==> config.mk <==
export PLATFORM = sky130hd
export DESIGN_NAME = adc_val_packer
export DESIGN_NICKNAME = d
export VERILOG_FILES = /design/src/rtl/adc_val_packer_pkg.sv /design/src/rtl/adc_val_packer_axis_word_fifo.sv /design/src/rtl/adc_val_packer.sv
export SDC_FILE = /design/constraint.sdc
export NUM_CORES = 2
export LEC_CHECK = 0
export BUFFER_PORTS_ARGS = -buffer_cell sky130_fd_sc_hd__buf_2
export CAP_MARGIN = 10
export CORE_MARGIN = 2
export CORE_UTILIZATION = 40
export CTS_BUF_LIST = sky130_fd_sc_hd__clkbuf_16
export CTS_CLUSTER_SIZE = 24
export DETAILED_ROUTE_END_ITERATION = 8
export GPL_TIMING_DRIVEN = 0
export SLEW_MARGIN = 40
export SYNTH_ARGS = -nofsm -noshare
export SYNTH_HDL_FRONTEND = slang
export SYNTH_SLANG_ARGS = --single-unit
==> constraint.sdc <==
create_clock -name clk -period 20.9 [get_ports clk]
set_clock_uncertainty 0.1 [all_clocks]
set_input_delay 4.18 -clock clk [delete_from_list [all_inputs] [get_ports clk]]
set_output_delay 4.18 -clock clk [all_outputs]
set_load 0.02 [all_outputs]
==> src/rtl/adc_val_packer_pkg.sv <==
// Shared types and constants for the ADC value packer: lane geometry,
// packer FSM encoding and the word format stored in the output FIFO.
package adc_pkg;

  localparam int VAL_W  = 8;
  localparam int AXIS_W = 128;
  localparam int LANES  = AXIS_W / VAL_W;

  typedef enum logic [1:0] {
    IDLE    = 2'd0,
    COLLECT = 2'd1,
    FLUSH   = 2'd2
  } packer_state_t;

  // tlast travels with its data word through the FIFO.
  typedef struct packed {
    logic [AXIS_W-1:0] data;
    logic              last;
  } word_t;

endpackage

==> src/rtl/adc_val_packer_axis_word_fifo.sv <==
// Synchronous word FIFO with a registered AXI-Stream head. The output
// register counts as one of the FIFO_DEPTH entries, so total occupancy
// (memory plus head register) never exceeds FIFO_DEPTH. A pushed word
// lands in memory first and moves to the head register one clock later.
module axis_word_fifo
  import adc_pkg::*;
#(
  parameter int FIFO_DEPTH = 8
) (
  input  logic              clk,
  input  logic              rst,
  input  logic              push,
  input  word_t             push_word,
  output logic              full,
  output logic [AXIS_W-1:0] m_axis_tdata,
  output logic              m_axis_tvalid,
  input  logic              m_axis_tready,
  output logic              m_axis_tlast
);

  localparam int PTR_W = (FIFO_DEPTH > 1) ? $clog2(FIFO_DEPTH) : 1;
  localparam int CNT_W = $clog2(FIFO_DEPTH + 1);

  word_t            mem [FIFO_DEPTH];
  logic [PTR_W-1:0] wr_ptr;
  logic [PTR_W-1:0] rd_ptr;
  logic [CNT_W-1:0] mem_cnt;
  logic [CNT_W-1:0] occupancy;
  logic             out_vld;
  word_t            out_word;
  logic             mem_empty;
  logic             pop;
  logic             push_ok;
  logic             load;

  assign occupancy = mem_cnt + CNT_W'(out_vld);
  assign full      = (occupancy == CNT_W'(FIFO_DEPTH));
  assign mem_empty = (mem_cnt == '0);
  assign pop       = out_vld && m_axis_tready;
  // A pop in the same cycle frees the head slot, so a push while full still fits.
  assign push_ok   = push && (!full || pop);
  assign load      = (!out_vld || pop) && !mem_empty;

  assign m_axis_tdata  = out_word.data;
  assign m_axis_tlast  = out_word.last;
  assign m_axis_tvalid = out_vld;

  // Storage write; contents are only meaningful where mem_cnt says so.
  always_ff @(posedge clk) begin
    if (push_ok) begin
      mem[wr_ptr] <= push_word;
    end
  end

  // Pointers, occupancy and the registered AXIS head.
  always_ff @(posedge clk) begin
    if (rst) begin
      wr_ptr   <= '0;
      rd_ptr   <= '0;
      mem_cnt  <= '0;
      out_vld  <= 1'b0;
      out_word <= '0;
    end else begin
      if (push_ok) begin
        wr_ptr <= wr_ptr + PTR_W'(1);
      end
      if (load) begin
        rd_ptr   <= rd_ptr + PTR_W'(1);
        out_word <= mem[rd_ptr];
        out_vld  <= 1'b1;
      end else if (pop) begin
        out_vld <= 1'b0;
      end
      case ({push_ok, load})
        2'b10:   mem_cnt <= mem_cnt + CNT_W'(1);
        2'b01:   mem_cnt <= mem_cnt - CNT_W'(1);
        default: mem_cnt <= mem_cnt;
      endcase
    end
  end

endmodule

==> src/rtl/adc_val_packer.sv <==
// Packs 8-bit ADC values into 128-bit words (lane 0 in the low byte),
// tags the last word of each frame and streams the words out through a
// small FIFO. A falling edge of run flushes any partial word or frame.
module adc_val_packer
  import adc_pkg::*;
#(
  parameter int WORDS_PER_FRAME = 64,
  parameter int FIFO_DEPTH      = 8
) (
  input  logic                    clk,
  input  logic                    rst,
  input  logic signed [VAL_W-1:0] val_in,
  input  logic                    val_valid,
  input  logic                    run,
  input  logic                    clear_ovf,
  output logic [AXIS_W-1:0]       m_axis_tdata,
  output logic                    m_axis_tvalid,
  input  logic                    m_axis_tready,
  output logic                    m_axis_tlast,
  output logic                    overflow,
  output logic [15:0]             frame_count
);

  localparam int LANE_W = $clog2(LANES);

  packer_state_t     state;
  logic [LANE_W-1:0] lane_cnt;
  logic [15:0]       word_cnt;
  logic [AXIS_W-1:0] acc;
  logic              accept;
  logic              word_done;
  logic              at_frame_end;
  logic              flush_push;
  logic              vld_p0;
  word_t             word_p0;
  logic              fifo_full;
  logic              drop;

  assign accept       = (state == COLLECT) && run && val_valid;
  assign word_done    = accept && (lane_cnt == LANE_W'(LANES - 1));
  assign at_frame_end = (word_cnt == 16'(WORDS_PER_FRAME - 1));
  // Flush closes the frame: partial word if any lanes are filled, else an
  // all-zero word if the frame is open, else nothing.
  assign flush_push   = (state == FLUSH) && ((lane_cnt != '0) || (word_cnt != '0));
  // Dropped words still advance the counters, keeping frame alignment.
  assign drop         = vld_p0 && fifo_full && !(m_axis_tvalid && m_axis_tready);

  // Capture FSM: run rising starts collection, run falling costs one flush cycle.
  always_ff @(posedge clk) begin
    if (rst) begin
      state <= IDLE;
    end else begin
      case (state)
        IDLE:    if (run) state <= COLLECT;
        COLLECT: if (!run) state <= FLUSH;
        FLUSH:   state <= IDLE;
        default: state <= IDLE;
      endcase
    end
  end

  // Lane accumulation and word/frame counting; acc is cleared whenever a
  // word leaves so a partial flush carries zeros in its unused lanes.
  always_ff @(posedge clk) begin
    if (rst) begin
      lane_cnt    <= '0;
      word_cnt    <= '0;
      acc         <= '0;
      frame_count <= '0;
      vld_p0      <= 1'b0;
    end else begin
      vld_p0 <= 1'b0;
      if (state == FLUSH) begin
        lane_cnt <= '0;
        word_cnt <= '0;
        acc      <= '0;
        if (flush_push) begin
          vld_p0      <= 1'b1;
          frame_count <= frame_count + 16'd1;
        end
      end else if (accept) begin
        lane_cnt <= lane_cnt + LANE_W'(1);
        if (word_done) begin
          vld_p0   <= 1'b1;
          acc      <= '0;
          word_cnt <= at_frame_end ? 16'd0 : word_cnt + 16'd1;
          if (at_frame_end) begin
            frame_count <= frame_count + 16'd1;
          end
        end else begin
          acc[lane_cnt*VAL_W +: VAL_W] <= val_in;
        end
      end
    end
  end

  // ---- stage p0: completed word registered, written to the FIFO next edge ----
  // Word payload register; qualified by vld_p0.
  always_ff @(posedge clk) begin
    if (flush_push) begin
      word_p0 <= '{data: acc, last: 1'b1};
    end else if (word_done) begin
      word_p0 <= '{data: {val_in, acc[AXIS_W-VAL_W-1:0]}, last: at_frame_end};
    end
  end

  // Sticky overflow; a fresh drop wins over a simultaneous clear.
  always_ff @(posedge clk) begin
    if (rst) begin
      overflow <= 1'b0;
    end else if (drop) begin
      overflow <= 1'b1;
    end else if (clear_ovf) begin
      overflow <= 1'b0;
    end
  end

  axis_word_fifo #(
    .FIFO_DEPTH(FIFO_DEPTH)
  ) u_fifo (
    .clk          (clk),
    .rst          (rst),
    .push         (vld_p0),
    .push_word    (word_p0),
    .full         (fifo_full),
    .m_axis_tdata (m_axis_tdata),
    .m_axis_tvalid(m_axis_tvalid),
    .m_axis_tready(m_axis_tready),
    .m_axis_tlast (m_axis_tlast)
  );

endmodule
==> metrics.md <==
| Metric | Value |
|---|---|
| PnR worst setup slack | `13.89 ns` |
| Worst slack at placement | `13.02 ns` |
| Final period utilization | `about a third` |
| Total track usage | `19.2%` |
| RSZ-0062 raised after global routing | `false` |
| Pint | `5.26 mW` |
| Synth-to-layout area growth | `18.0%` |
| MaxCap Viol Count | `0` |
| Drt initial violations | `2735` |
| Fin area | `64200 um^2` |
| Worst path arrival time | `7.60 ns` |
| Post-CTS setup buffer count | `0` |
| Clock transition at path regs | `0.06 ns` |
| Post-Syn Area | `roughly 54000 um^2` |
| Dpl cell area | `59300 um^2` |
| First-pass GRT wire length | `196 mm` |
| Hold Buf Count CTS | `0` |
| Worst ir drop on vdd | `roughly 0.067 mV` |
| Die W | `373 um` |
| Yosys reg bits | `1469` |
| Effective utilization at floorplan | `40.2%` |
| YS warnings | `0` |
| Clk sinks | `1469` |
| Root Driver | `clkbuf_16` |
| CP startpoint | `m_axis_tready` |
| Critical Path Source Type | `primary input` |
| WL per Instance | `25.3 um` |
| Slew headroom | `42.1%` |
| Clock Latency Late Sink | `0.77 ns` |
| Critical path, cell by cell | `buf_2, nand2b_1, nor2b_1, buf_4, clkbuf_4, clkbuf_1, ha_1, xor2_1, ha_1, a21oi_1, xor2_1, or3_1, a21oi_1` |
| Die footprint | `139000 um^2` |
| Total power | `7.29 mW` |
| Number of buffers added on ports | `159` |
| Endpoints failing hold | `0` |
| Clk buf depth | `3` |
| Vias in the first global route | `28600` |
| Main synth FF type | `edfxtp_1` |
| Status | `finished clean` |
| Min-delay src | `acc[92]` |
| Drt pass-1 iters | `7` |
| Asr flop ratio synth | `0%` |
| Core area | `135000 um^2` |
| GRT overflow | `0` |
| Placer congestion estimate | `0.812` |
| CP bufs+invs | `4` |
| Row Count | `approximately 140` |
| Antenna viol nets, final | `0` |
| Comb pwr share | `18.8%` |
| Clock share of power | `36.3%` |
| CP required | `about 22 ns` |
| Largest net degree at the start of global routing | `32` |
| Class of the most critical hold timing path | `reg -> reg` |
| Post_cts resized | `0` |
| Die height | `373 um` |
| Worst reg2reg startpoint | `u_fifo.mem_cnt[0]` |
| Sequential area share after synthesis | `75.3%` |
| Synth Net Count | `2931` |
| Final Net Count | `3443` |
| Cell family with most CP delay | `buffers and inverters` |
| Final Util | `a little under half` |
| Crit path time final | `7.01 ns` |
| Max incr delay on CP | `0.63 ns` |
| Final-report setup violation count | `0` |
| Pwr dens | `113 nW/um^2` |
| Via count | `28300` |
| Post-synth EDFFs | `around 1200` |
| Critical-path top delay cell | `clkbuf_1` |
| Sw Share | `between 20% and 30%` |
| Synth cell types | `60` |
| CTS tree | `built` |
| Num CTS Buffers | `roughly 150` |
| Reg power frac | `approximately 45%` |
| HPWL after detailed placement | `91.2 mm` |
| Max FO, Critical Path | `11` |
| FMAX | `143 MHz` |
| CP Capture Type | `register` |
| Least-Margin Pin Slew | `0.868 ns` |
| Residual DRC count | `0` |
| Setup TNS | `0 ns` |
| Initial antenna violation count | `12` |
| Slew Viols, Final | `0` |
| Total Wirelength | `between 100 and 150 mm` |
| P_sw | `2.02 mW` |
| I/O pin cnt | `around 160` |
| H-tree Lvls | `4` |
| Cells after synthesis | `2904` |
| Vias per cell | `5.31` |
| Critical path type | `in -> reg` |
| Layout cells sized above 1 | `27.0%` |
| Syn avg cell area | `18.7 um^2` |
| LEAKAGE | `~20 nW` |
==> placed cells by master, fill, tap and decap left out, types with 6 or more instances in the layout <==
master,n
clkbuf_2,14
nand4_1,7
buf_8,13
or3_1,6
clkinv_2,26
nor3_2,7
mux2i_1,133
inv_1,58
o21ai_0,15
edfxtp_1,1160
buf_2,267
buf_1,6
ha_1,13
clkinv_1,21
o2bb2ai_1,32
a22o_1,85
nor2_1,186
and3_1,6
nand3_1,19
bufinv_16,13
dfxtp_1,309
inv_6,11
and2_1,127
nand2b_1,8
a21oi_1,27
clkbuf_16,157
o21ai_2,7
xor2_1,12
buf_16,11
nand2_1,64
buf_4,109
o21ai_1,14
a211oi_1,139
nor3_1,6
mux4_2,258
buf_6,11
xnor2_1,25
clkbuf_1,86
==> power groups by stage <==
stage,Sequential [mW],Combinational (mW),Clock (mW)
floorplan,3.44,0.793,0
global placement,3.34,1.40,0
detailed placement,3.34,1.40,0
CTS,3.28,1.41,2.69
global route,3.28,1.48,2.81
finish,3.27,1.37,2.64
==> path summary, 6_finish.rpt <==
kind	endpoint	slack (ns)	cells past startpoint
hold / removal	acc[92]	0.35	2
setup reg to reg	u_fifo.mem[2][55]	16.33	15
setup / recovery	u_fifo.mem_cnt[2]	13.89	13
hold reg to reg	acc[92]	0.35	2
==> per-stage QoR <==
step	instances	hold WS, ns
2_1_floorplan	2904	0.321
3_3_place_gp	4844	0.333
3_5_place_dp	5041	0.337
4_1_cts	5327	0.345
5_1_grt	5329	0.371
6_report	5333	0.347
==> metal layers <==
layer,global-route usage (%),routed length (um),vias to the layer above
met5,0,78,-
met4,5.61,3100,14
met3,4.40,9320,183
met2,30.0,63200,902
met1,27.1,59100,14600
li1,-,-,12600
==> registers in the layout (all words and copies together) (netlist names) <==
name and flops:
u_fifo.wr_ptr 3, u_fifo.m_axis_tvalid 1, frame_count 16, state 2, u_fifo.mem 1032, lane_cnt 4, word_p0 129, u_fifo.rd_ptr 3
u_fifo.m_axis_tlast 1, u_fifo.m_axis_tdata 128, u_fifo.mem_cnt 4, vld_p0 1, word_cnt 16, acc 128, overflow 1
==> cells by family after synthesis <==
logic type | after synthesis | synth area share, %
buffers and inverters | 180 | 1.40
XOR/XNOR | 37 | 0.595
flip-flops | 1469 | 75.3
AND/OR/NAND/NOR | 475 | 4.46
multiplexers | 393 | 13.2
AO/OA/AOI/OAI | 337 | 4.74
adder cells (fa/ha/maj) | 13 | 0.299
==> cells in the mapped netlist (13+ instances only) <==
cell type / count / area share [%]
a211oi_1: 139 / 1.9
buf_1: 26 / 0.18
a22o_1: 85 / 1.4
xnor2_1: 25 / 0.40
mux4_2: 258 / 11
o2bb2ai_1: 32 / 0.51
and2_1: 127 / 1.5
nor2_1: 188 / 1.3
buf_2: 35 / 0.32
ha_1: 13 / 0.30
dfxtp_1: 309 / 11
a21oi_1: 31 / 0.28
mux2i_1: 133 / 2.4
o21ai_1: 14 / 0.13
nand2_1: 64 / 0.44
clkbuf_1: 100 / 0.69
edfxtp_1: 1160 / 64
o21ai_0: 15 / 0.14
nand3_1: 19 / 0.17
==> final cells by class <==
| class | instances | area (um^2) |
|---|---|---|
| Clock buffer | 157 | 3930 |
| Inverter | 12 | 47.5 |
| Timing Repair Buffer | 357 | 2530 |
| Buffer | 168 | 768 |
| Multi-Input combinational cell | 1255 | 12700 |
| Antenna cell | 5 | 12.5 |
| Fill cell | 11300 | 71100 |
| Clock inverter | 129 | 945 |
| Tap cell | 1781 | 2230 |
| Sequential cell | 1469 | 41000 |
==> worst register-to-register path, delay by kind of cell, from the launching register on <==
kind                       cells  cell delay [ns]
and+or+nand+nor                3             1.09
DFF                            1             0.37
buffers and inverters          7             1.52
adders and majority gates      2             0.43
muxes                          1             0.11
AOI/OAI and AO/OA              2             0.62
Note: power is estimated with default switching activity, not from simulation.
